$ cat src/rtl/div_radix2.sv
// ---------------------------------------------------------------------------
// div_radix2 : multi-cycle radix-2 restoring divider for DIV / DIVU.
//
// One quotient bit is produced per clock. The result is packed as
// {remainder, quotient} for the HI/LO write-back.
//
// Ports
//   clk           rising-edge clock
//   rst           synchronous active-high reset
//   signed_div_i  1 = signed divide (DIV), 0 = unsigned (DIVU)
//   opdata1_i     dividend (sampled only when an operation is accepted)
//   opdata2_i     divisor  (sampled only when an operation is accepted)
//   start_i       level request, held by the requester until ready_o
//   annul_i       cancels an operation that is still iterating
//   result_o      {remainder, quotient}, registered
//   ready_o       result valid, registered
//
// Optional build macro
//   DIV_EARLY_EXIT_EN : finish in the first iteration cycle when
//                       |divisor| > |dividend| (quotient 0, remainder =
//                       dividend). The result is identical either way.
// ---------------------------------------------------------------------------
module div_radix2 #(
  parameter int WIDTH = 32
) (
  input  logic                 clk,
  input  logic                 rst,
  input  logic                 signed_div_i,
  input  logic [WIDTH-1:0]     opdata1_i,
  input  logic [WIDTH-1:0]     opdata2_i,
  input  logic                 start_i,
  input  logic                 annul_i,
  output logic [2*WIDTH-1:0]   result_o,
  output logic                 ready_o
);

  localparam int CW = $clog2(WIDTH);

  typedef enum logic [1:0] {
    ST_FREE    = 2'd0,
    ST_BY_ZERO = 2'd1,
    ST_ON      = 2'd2,
    ST_END     = 2'd3
  } state_e;

  state_e               state_q, state_d;
  logic [CW-1:0]        cnt_q, cnt_d;
  logic [2*WIDTH:0]     work_q, work_d;     // {partial remainder, dividend/quotient}
  logic [WIDTH-1:0]     divisor_q, divisor_d;
  logic                 neg_dd_q, neg_dd_d; // dividend was negative (signed mode)
  logic                 neg_dr_q, neg_dr_d; // divisor was negative (signed mode)
  logic [2*WIDTH-1:0]   result_q, result_d;
  logic                 ready_q, ready_d;

  logic [WIDTH-1:0]     abs_dd_s;
  logic [WIDTH-1:0]     abs_dr_s;
  logic [2*WIDTH:0]     shifted_s;
  logic [WIDTH+1:0]     trial_s;
  logic [2*WIDTH:0]     iter_s;
  logic                 early_s;

  // Sign fix-up: quotient negative when signs differ, remainder follows dividend.
  function automatic logic [2*WIDTH-1:0] fixup(
    input logic             neg_dd,
    input logic             neg_dr,
    input logic [WIDTH-1:0] quo,
    input logic [WIDTH-1:0] rem
  );
    logic [WIDTH-1:0] q;
    logic [WIDTH-1:0] r;
    q = (neg_dd ^ neg_dr) ? (~quo + WIDTH'(1)) : quo;
    r = neg_dd ? (~rem + WIDTH'(1)) : rem;
    return {r, q};
  endfunction

  // Operand magnitudes and one restoring-division step.
  always_comb begin
    abs_dd_s  = (signed_div_i && opdata1_i[WIDTH-1]) ? (~opdata1_i + WIDTH'(1)) : opdata1_i;
    abs_dr_s  = (signed_div_i && opdata2_i[WIDTH-1]) ? (~opdata2_i + WIDTH'(1)) : opdata2_i;
    shifted_s = work_q << 1;
    // One extra bit on the trial difference carries the borrow (sign).
    trial_s   = {1'b0, shifted_s[2*WIDTH:WIDTH]} - {2'b00, divisor_q};
    if (!trial_s[WIDTH+1]) begin
      iter_s = {trial_s[WIDTH:0], shifted_s[WIDTH-1:1], 1'b1};
    end else begin
      iter_s = shifted_s;
    end
`ifdef DIV_EARLY_EXIT_EN
    // In the first ON cycle the low half still holds |dividend|.
    early_s = (cnt_q == CW'(0)) && (divisor_q > work_q[WIDTH-1:0]);
`else
    early_s = 1'b0;
`endif
  end

  // Next-state and datapath control.
  always_comb begin
    state_d   = state_q;
    cnt_d     = cnt_q;
    work_d    = work_q;
    divisor_d = divisor_q;
    neg_dd_d  = neg_dd_q;
    neg_dr_d  = neg_dr_q;
    result_d  = result_q;
    ready_d   = ready_q;
    case (state_q)
      ST_FREE: begin
        ready_d  = 1'b0;
        result_d = {(2*WIDTH){1'b0}};
        if (start_i && !annul_i) begin
          if (opdata2_i == {WIDTH{1'b0}}) begin
            state_d = ST_BY_ZERO;
          end else begin
            state_d   = ST_ON;
            work_d    = {{(WIDTH+1){1'b0}}, abs_dd_s};
            divisor_d = abs_dr_s;
            neg_dd_d  = signed_div_i & opdata1_i[WIDTH-1];
            neg_dr_d  = signed_div_i & opdata2_i[WIDTH-1];
            cnt_d     = CW'(0);
          end
        end else begin
          state_d = ST_FREE;
        end
      end
      ST_BY_ZERO: begin
        state_d  = ST_END;
        ready_d  = 1'b1;
        result_d = {(2*WIDTH){1'b0}};
      end
      ST_ON: begin
        if (annul_i || !start_i) begin
          state_d  = ST_FREE;
          ready_d  = 1'b0;
          result_d = {(2*WIDTH){1'b0}};
          cnt_d    = CW'(0);
        end else if (early_s) begin
          state_d  = ST_END;
          ready_d  = 1'b1;
          result_d = fixup(neg_dd_q, neg_dr_q, {WIDTH{1'b0}}, work_q[WIDTH-1:0]);
        end else begin
          work_d = iter_s;
          cnt_d  = cnt_q + CW'(1);
          if (cnt_q == CW'(WIDTH-1)) begin
            state_d  = ST_END;
            ready_d  = 1'b1;
            result_d = fixup(neg_dd_q, neg_dr_q, iter_s[WIDTH-1:0], iter_s[2*WIDTH-1:WIDTH]);
          end else begin
            state_d = ST_ON;
          end
        end
      end
      ST_END: begin
        if (!start_i) begin
          state_d  = ST_FREE;
          ready_d  = 1'b0;
          result_d = {(2*WIDTH){1'b0}};
        end else begin
          state_d = ST_END;
        end
      end
      default: begin
        state_d  = ST_FREE;
        ready_d  = 1'b0;
        result_d = {(2*WIDTH){1'b0}};
      end
    endcase
  end

  // State and datapath registers.
  always_ff @(posedge clk) begin
    if (rst) begin
      state_q   <= ST_FREE;
      cnt_q     <= CW'(0);
      work_q    <= {(2*WIDTH+1){1'b0}};
      divisor_q <= {WIDTH{1'b0}};
      neg_dd_q  <= 1'b0;
      neg_dr_q  <= 1'b0;
      result_q  <= {(2*WIDTH){1'b0}};
      ready_q   <= 1'b0;
    end else begin
      state_q   <= state_d;
      cnt_q     <= cnt_d;
      work_q    <= work_d;
      divisor_q <= divisor_d;
      neg_dd_q  <= neg_dd_d;
      neg_dr_q  <= neg_dr_d;
      result_q  <= result_d;
      ready_q   <= ready_d;
    end
  end

  assign result_o = result_q;
  assign ready_o  = ready_q;

endmodule

$ cat config.mk
export PLATFORM = sky130hd
export DESIGN_NAME = div_radix2
export DESIGN_NICKNAME = d
export VERILOG_FILES = /design/src/rtl/div_radix2.sv
export SDC_FILE = /design/constraint.sdc
export NUM_CORES = 1
export LEC_CHECK = 0
export BUFFER_PORTS_ARGS = -buffer_cell sky130_fd_sc_hd__buf_2
export CAP_MARGIN = 20
export CORE_ASPECT_RATIO = 1.1
export CORE_MARGIN = 2
export CORE_UTILIZATION = 59
export CTS_BUF_LIST = sky130_fd_sc_hd__clkbuf_4 sky130_fd_sc_hd__clkbuf_8
export CTS_CLUSTER_SIZE = 28
export DETAILED_ROUTE_END_ITERATION = 7
export PLACE_DENSITY = 0.82
export SYNTH_ARGS = -nofsm -noshare
export SYNTH_HDL_FRONTEND = slang
export SYNTH_SLANG_ARGS = --single-unit
export TNS_END_PERCENT = 20
$ cat constraint.sdc
create_clock -name clk -period 12.87 [get_ports clk]
set_input_delay 2.574 -clock clk [delete_from_list [all_inputs] [get_ports clk]]
set_output_delay 2.574 -clock clk [all_outputs]
set_load 0.01 [all_outputs]
==> results of run 1 <==
## sequential cells by signal, indices dropped and copies added, names as in the netlist
signal / flops
cnt_q: 5
divisor_q: 32
neg_dd_q: 1
neg_dr_q: 1
ready_o: 1
result_o: 64
state_q: 2
work_q: 64
## path summary, 6_finish.rpt
| kind | start | end | slack (ps) | cells after the start |
|---|---|---|---|---|
| max reg2reg | work_q[51] | result_o[48] | 7970 | 17 |
| min reg2reg | divisor_q[22] | divisor_q[22] | 460 | 2 |
| max | opdata2_i[0] | work_q[57] | 7010 | 14 |
| min | divisor_q[22] | divisor_q[22] | 460 | 2 |
## report_power, final
| group | switching (mW) | internal [mW] | total, mW |
|---|---|---|---|
| combinational | 0.181 | 0.0990 | 0.280 |
| clock | 0.197 | 0.196 | 0.392 |
| sequential | 0.0112 | 0.539 | 0.551 |
## worst max-delay path, delay by kind of cell
family | cells | cell delay, ps
compound gates | 2 | 560
fa+ha+maj | 1 | 160
buf+inv | 3 | 650
simple gates | 8 | 2240
## placed cells by master, fill, tap and decap left out, drive strengths merged, types with 11 or more instances in the layout
cell	netlist	final
a21oi	166	166
clkbuf	70	22
nor2	286	286
nor4	22	22
xnor2	72	72
mux2i	20	20
nand3	25	25
o21ai	83	83
a22o	20	20
o31ai	19	19
nor3	28	28
inv	54	57
a211oi	34	34
nand2b	11	11
buf	19	148
nand2	119	119
a22oi	54	54
dfxtp	170	170
ha	42	42
or3	14	14
xor2	64	64
and2	11	11
and3	12	12
## cells by family (layout without fill, tap and decap cells)
family	Yosys count	count (layout)	synth area share (%)
adder cells (fa/ha/maj)	43	43	4.737
flip-flops	170	170	29.55
AND/OR/NAND/NOR	578	578	22.56
multiplexers	26	26	2.325
XOR/XNOR	136	136	10.34
AO/OA/AOI/OAI	461	461	25.57
buffers and inverters	143	233	4.910
## stage by stage
stage / total power, mW / utilization (%) / hold slack (ps)
final: 1.223 / 66.42 / 455.8
after global routing: 1.280 / 66.42 / 490.4
after CTS: 1.222 / 66.42 / 462.8
after detailed placement: 0.8359 / 64.28 / 450.4
after global placement: 0.8312 / 64.24 / 442.3
after floorplan: 0.7609 / - / 431.9
## routing by layer
| layer | vias to the layer above | GRT usage [%] |
|---|---|---|
| met5 | - | 0 |
| met4 | 0 | 14.54 |
| met3 | 71 | 6.094 |
| met2 | 424 | 50.65 |
| met1 | 5495 | 40.81 |
| li1 | 5680 | - |
## area by class of cell
class	instances	area, sq um	share of cell area, %
flip-flops and latches	170	3403	26.83
clock inverters	9	111.4	0.8779
well taps	247	309.0	2.436
repair buffers	148	780.7	6.155
multi-input cells	1244	7581	59.77
inverters	54	202.7	1.598
clock buffers	22	296.5	2.338
==> key figures, run 1 <==
Timing
  – Fin crit share: 45.55%
  – Final Hold Fails: 0
  – RSZ-0062 raised after global routing: no
  – Setup-failing EPs final: 0
  – Slew @ Worst Pin: 1049 ps
  – Slew Limit Headroom: 29.83%
  – Layout Skew: 18.74 ps
  – Post-Route Setup TNS: 0 ps
  – Fin crit period: 5863 ps
  – Max frequency: 0.1706 GHz
  – Final WS setup: 7007 ps
  – Max Transition Viols Final: 0

Worst setup path
  – CP Max Fanout: 63
  – Sequence of cells on the critical path: buf_2 -> inv_1 -> ha_1 -> or3b_2 -> nor4_1 -> nand4_1 -> nor2_1 -> nand2_1 -> nand3_2 -> buf_4 -> o21a_1 -> nor2_1 -> a22oi_1 -> nor2_1
  – Worst path max stage delay: 620 ps
  – CP endpoint kind: flip-flop
  – Worst Path Required: 13,190 ps
  – Worst Path Arrival: 6190 ps
  – CP most frequent cell: nor2_1
  – Crit Path Class: in2reg
  – Startpoint Class: primary input
  – Critical Path Slowest Stage Cell: nor4_1

Detailed routing
  – WL final: 32,740 um
  – Routed WL per cell: 17.29 um
  – Drt drc: 0
  – Vias per cell: 6.162
  – WL met3: 2376 um
  – Met2 Wirelength: 15,360 um
  – Antenna Nets Post-Route: 0
  – Iteration count of the initial detailed-routing pass: 5
  – Wl on met1: 13,690 um
  – Vias: 11,670
  – 1st-iter DRT viols: 906
  – Top sig layer: met4

Synth
  – Seq/Total Area, Yosys: 29.55%
  – Synth async-reset ratio: 0%
  – Net Count, Synth: 1,669
  – Number of synthesized flops with an enable pin: 0
  – Synth top area share: 29.55%
  – Synth Instances: 1,557
  – Post-Syn Area: 11,520 sq um
  – Ys flop type: dfxtp_1
  – Synth warn: 0
  – Yosys reg bits: 170
  – Top-count cell post-synth: nor2_1
  – Post-synth top area cell: dfxtp_1
  – Cell variety after synth: 78
  – Top cells by count, synth: 286 x nor2_1, 170 x dfxtp_1, 166 x a21oi_1
  – Syn Area/Cell: 7.397 sq um
  – Top cells by area, synth: dfxtp_1 30%, nor2_1 9.3%, a21oi_1 7.2%

Floorplan
  – Chip Width: 137.2 um
  – Die height: 150.5 um
  – Core area: 19,100 sq um
  – IO Pins: 134
  – Row Count: 53
  – Initial core utilization: 60.31%
  – Die area: 20,660 sq um

Global routing
  – Number of global-route vias before repair: 10,600
  – First-pass GRT wire length: 52,090 um
  – Initial antenna violation count: 0
  – Largest net degree at the start of global routing: 92
  – Grt ovf: 0
  – Total Routing Usage GR: 31.55%

Placement
  – Setup WS pre-CTS: 6588 ps
  – IO buf count: 133
  – Final Wtd Congestion: 0.9640
  – Post-DP HPWL: 24,590 um
  – Placed insts: 1,863
  – Placed inst area: 12,280 sq um

Final layout
  – Nets: 1,747
  – Finished Layout Cells: 1,894
  – # fillers: 1,696
  – Diodes inserted: 0
  – Design area: 12,680 sq um
  – Layout cells sized above 1: 12.69%
  – P&R area growth vs syn: 10.14%

Clock tree
  – CTS clk-pin slew, worst paths: 90 ps
  – CTS Buf Count: 17
  – Clock sink count: 170
  – Worst-skew pair later-pin latency: 470 ps
  – CTS tree: yes
  – Hold-fix buffers, CTS: 0
  – Post-CTS setup buffer count: 0
  – Max H-tree Level: 4
  – Resize count post-CTS: 0
  – CTS root buffer: clkbuf_8
  – Maximum clock path buffer count: 2

Power
  – P_leak: 5.313 nW
  – PwrDens: 96.44 nW/um^2
  – Maximum vdd drop: 0.06314 mV

Status
  – Status: finished, final reports clean

Hold path
  – Hold Crit Class: reg2reg

Run
  – Max-Cap Viols: 0
No activity file was read; power rests on OpenSTA's default activity.
==> inputs of run 2 (changes only) <==
--- a/config.mk
+++ b/config.mk
@@ -5,15 +5,16 @@
 export SDC_FILE = /design/constraint.sdc
 export NUM_CORES = 1
 export LEC_CHECK = 0
+export ABC_AREA = 1
 export BUFFER_PORTS_ARGS = -buffer_cell sky130_fd_sc_hd__buf_2
 export CAP_MARGIN = 20
 export CORE_ASPECT_RATIO = 1.1
 export CORE_MARGIN = 2
-export CORE_UTILIZATION = 59
+export CORE_UTILIZATION = 56
 export CTS_BUF_LIST = sky130_fd_sc_hd__clkbuf_4 sky130_fd_sc_hd__clkbuf_8
 export CTS_CLUSTER_SIZE = 28
 export DETAILED_ROUTE_END_ITERATION = 7
-export PLACE_DENSITY = 0.82
+export PLACE_DENSITY = 0.81
 export SYNTH_ARGS = -nofsm -noshare
 export SYNTH_HDL_FRONTEND = slang
 export SYNTH_SLANG_ARGS = --single-unit
==> constraint.sdc (replaced) <==
create_clock -name clk -period 5.28 [get_ports clk]
set_input_delay 1.056 -clock clk [delete_from_list [all_inputs] [get_ports clk]]
set_output_delay 1.056 -clock clk [all_outputs]
set_load 0.01 [all_outputs]
==> key figures, run 2 <==
Status
  – Status: finished, final reports clean (unchanged)

Timing
  – Setup-failing EPs final: 0 (unchanged)
  – Slew Limit Headroom: 37.62% (was 29.83%)
  – Fin crit period: 4261 ps
  – Hold WS: 467.6 ps (was 455.8 ps)
  – Layout Skew: 19.26 ps (was 18.74 ps)
  – Max Transition Viols Final: 0 (unchanged)
  – RSZ-0062 raised after global routing: no (unchanged)
  – Max frequency: 0.2347 GHz
  – Slew @ Worst Pin: 933.4 ps (was 1049 ps)
  – Post-Route Setup TNS: 0 ps (unchanged)
  – Final Hold Fails: 0 (unchanged)
  – Fin crit share: 80.70%

Global routing
  – Number of global-route vias before repair: 12,420 (was 10,600)
  – Total Routing Usage GR: 32.12% (was 31.55%)
  – Largest net degree at the start of global routing: 104 (was 92)
  – First-pass GRT wire length: 61,070 um (was 52,090 um)
  – Grt ovf: 0 (unchanged)
  – Initial antenna violation count: 0 (unchanged)

Detailed routing
  – Iteration count of the initial detailed-routing pass: 6 (was 5)
  – Antenna Nets Post-Route: 0 (unchanged)
  – 1st-iter DRT viols: 1,147 (was 906)
  – Vias per cell: 5.566 (was 6.162)
  – WL final: 38,140 um (was 32,740 um)
  – Drt drc: 0 (unchanged)
  – Vias: 13,640 (was 11,670)
  – Routed WL per cell: 15.56 um (was 17.29 um)

Power
  – PwrDens: 220.9 nW/um^2 (was 96.44 nW/um^2)
  – P_leak: 6.678 nW (was 5.313 nW)
  – Maximum vdd drop: 0.1587 mV (was 0.06314 mV)
  – Pwr Total: 3.053 mW (was 1.223 mW)

Placement
  – Final Wtd Congestion: 0.9929 (was 0.9640)
  – IO buf count: 133 (unchanged)
  – Post-DP HPWL: 29,080 um (was 24,590 um)

Final layout
  – P&R area growth vs syn: 10.57% (was 10.14%)
  – Commonest non-fill, non-tap cell in the layout: nand2_1 (was nor2_1)
  – Most frequent cells in the layout: 593 x nand2_1, 240 x inv_1, 229 x a21oi_1 (was 286 x nor2_1, 170 x dfxtp_1, 165 x a21oi_1)
  – Post-route core utilization: 62.90% (was 66.42%)
  – Reg area: 3403 sq um (unchanged)
  – Multi-input gate area: 7818 sq um (was 7581 sq um)
  – Nets: 2,255 (was 1,747)
  – # fillers: 2,166 (was 1,696)
  – Diodes inserted: 0 (unchanged)
  – Layout cells sized above 1: 11.78% (was 12.69%)

Synth
  – Post-synth top area cell: dfxtp_1 (unchanged)
  – Yosys reg bits: 170 (unchanged)
  – Compound-cell area share of the yosys netlist: 18.42% (was 25.57%)
  – Ys flop type: dfxtp_1 (unchanged)
  – Cell variety after synth: 57 (was 78)
  – Net Count, Synth: 2,164 (was 1,669)
  – Synth top area share: 27.24% (was 29.55%)
  – Largest family of logic cells by synthesized area: simple AND/OR/NAND/NOR gates (was compound AO/OA/AOI/OAI gates)
  – Synth Area in Simple Gates: 34.87% (was 22.56%)
  – Number of synthesized flops with an enable pin: 0 (unchanged)
  – Post-Syn Area: 12,500 sq um (was 11,520 sq um)
  – Synth Instances: 2,052 (was 1,557)
  – Top cells by count, synth: 593 x nand2_1, 240 x inv_1, 230 x a21oi_1 (was 286 x nor2_1, 170 x dfxtp_1, 166 x a21oi_1)
  – Syn Area/Cell: 6.090 sq um (was 7.397 sq um)
  – Post-synthesis adder-cell area fraction: 4.366% (was 4.737%)
  – Mux contribution to synthesized area: 0% (was 2.325%)
  – Synth async-reset ratio: 0% (unchanged)
  – Top-count cell post-synth: nand2_1 (was nor2_1)
  – Post-synthesis xor/xnor area fraction: 4.766% (was 10.34%)
  – Synth warn: 0 (unchanged)
  – Top cells by area, synth: dfxtp_1 27%, nand2_1 18%, a21oi_1 9.2% (was dfxtp_1 30%, nor2_1 9.3%, a21oi_1 7.2%)
  – Seq/Total Area, Yosys: 27.24% (was 29.55%)

Worst setup path
  – Worst Path Arrival: 4630 ps (was 6190 ps)
  – Critical Path Slowest Stage Cell: nor3_1 (was nor4_1)
  – Crit Path Class: reg2reg (was in2reg)
  – Startpoint Class: flip-flop (was primary input)
  – CP Max Fanout: 19 (was 63)
  – Worst Path Required: 5650 ps (was 13,190 ps)
  – Worst path max stage delay: 360 ps (was 620 ps)
  – CP most frequent cell: inv_1 (was nor2_1)
  – CP endpoint kind: flip-flop (unchanged)

Clock tree
  – CTS clk-pin slew, worst paths: 100 ps (was 90 ps)
  – Resize count post-CTS: 0 (unchanged)
  – CTS root buffer: clkbuf_8 (unchanged)
  – Maximum clock path buffer count: 2 (unchanged)
  – Max H-tree Level: 4 (unchanged)
  – CTS Buf Count: 17 (unchanged)
  – Post-CTS setup buffer count: 0 (unchanged)
  – Hold-fix buffers, CTS: 0 (unchanged)
  – Worst-skew pair later-pin latency: 500 ps (was 470 ps)
  – Clock sink count: 170 (unchanged)
  – CTS tree: yes (unchanged)

Floorplan
  – IO Pins: 134 (unchanged)
  – Core area: 21,970 sq um (was 19,100 sq um)
  – Chip Width: 146.4 um (was 137.2 um)
  – Die height: 160.7 um (was 150.5 um)
  – Die area: 23,530 sq um (was 20,660 sq um)
  – Initial core utilization: 56.89% (was 60.31%)
  – Row Count: 57 (was 53)

Hold path
  – Hold Crit Class: reg2reg (unchanged)

Run
  – Max-Cap Viols: 0 (unchanged)
-- run 2: cell types whose count changed in the layout (fill, tap and decap cells not counted), sizes merged, moves of 53 or more --
cell | previous run | this run
a21oi | 166 | 235
a22oi | 54 | 1
inv | 57 | 257
nand2 | 119 | 614
nand3 | 25 | 142
nor2 | 286 | 179
o21ai | 83 | 137
-- run 2: power by group --
part           total, mW  internal [mW]  switching, mW  leakage [nW]
Combinational      0.705          0.225          0.479          5.09
Clock              0.997          0.409          0.588         0.213
Sequential          1.35           1.32         0.0338          1.38
-- run 2: cells by family after synthesis --
logic type / count (synthesis)
xor gates and xnor gates: 68
DFF: 170
buffers and inverters: 330
and+or+nand+nor: 1020
adders and majority gates: 43
AOI/OAI and AO/OA: 421
-- run 2: final cells by class --
| class | instances | area share (%) |
|---|---|---|
| clock inverter | 15 | 1.440 |
| timing repair buffer | 150 | 6.140 |
| inverter | 252 | 6.846 |
| clock buffer | 17 | 1.693 |
| sequential | 170 | 24.63 |
| multi-input combinational | 1552 | 56.58 |
| tap | 295 | 2.671 |
-- run 2: worst max-delay path, delay by kind of cell, from the launching register on --
| family | cells | cell delay, ps |
|---|---|---|
| adders and majority gates | 2 | 500 |
| buffers and inverters | 7 | 500 |
| DFF | 1 | 340 |
| and+or+nand+nor | 17 | 2370 |
| AOI/OAI and AO/OA | 3 | 420 |
-- run 2: worst paths after layout --
path | depth (start not counted) | endpoint | slack (ps) | startpoint
min reg2reg | 2 | result_o[58] | 470 | result_o[58]
min | 2 | result_o[58] | 470 | result_o[58]
max reg2reg | 29 | result_o[28] | 1020 | divisor_q[16]
max | 29 | result_o[28] | 1020 | divisor_q[16]
-- run 2: stage by stage --
step | area [sq um] | instances | setup slack (ps)
finish | 13820 | 2451 | 1019
global route | 13820 | 2451 | 526.8
CTS | 13740 | 2448 | 1034
detailed placement | 13310 | 2416 | 1063
global placement | 13310 | 2416 | 1252
floorplan | 12500 | 2052 | 1506
-- run 2: per-layer routing --
layer  GRT usage (%)  vias up  part of all wire (%)
met4           16.86        0                   4.9
met5               0        -                     0
met3           4.886      125                   7.2
li1                -     6820                     -
met1           39.04     6115                    41
met2           55.00      582                    47
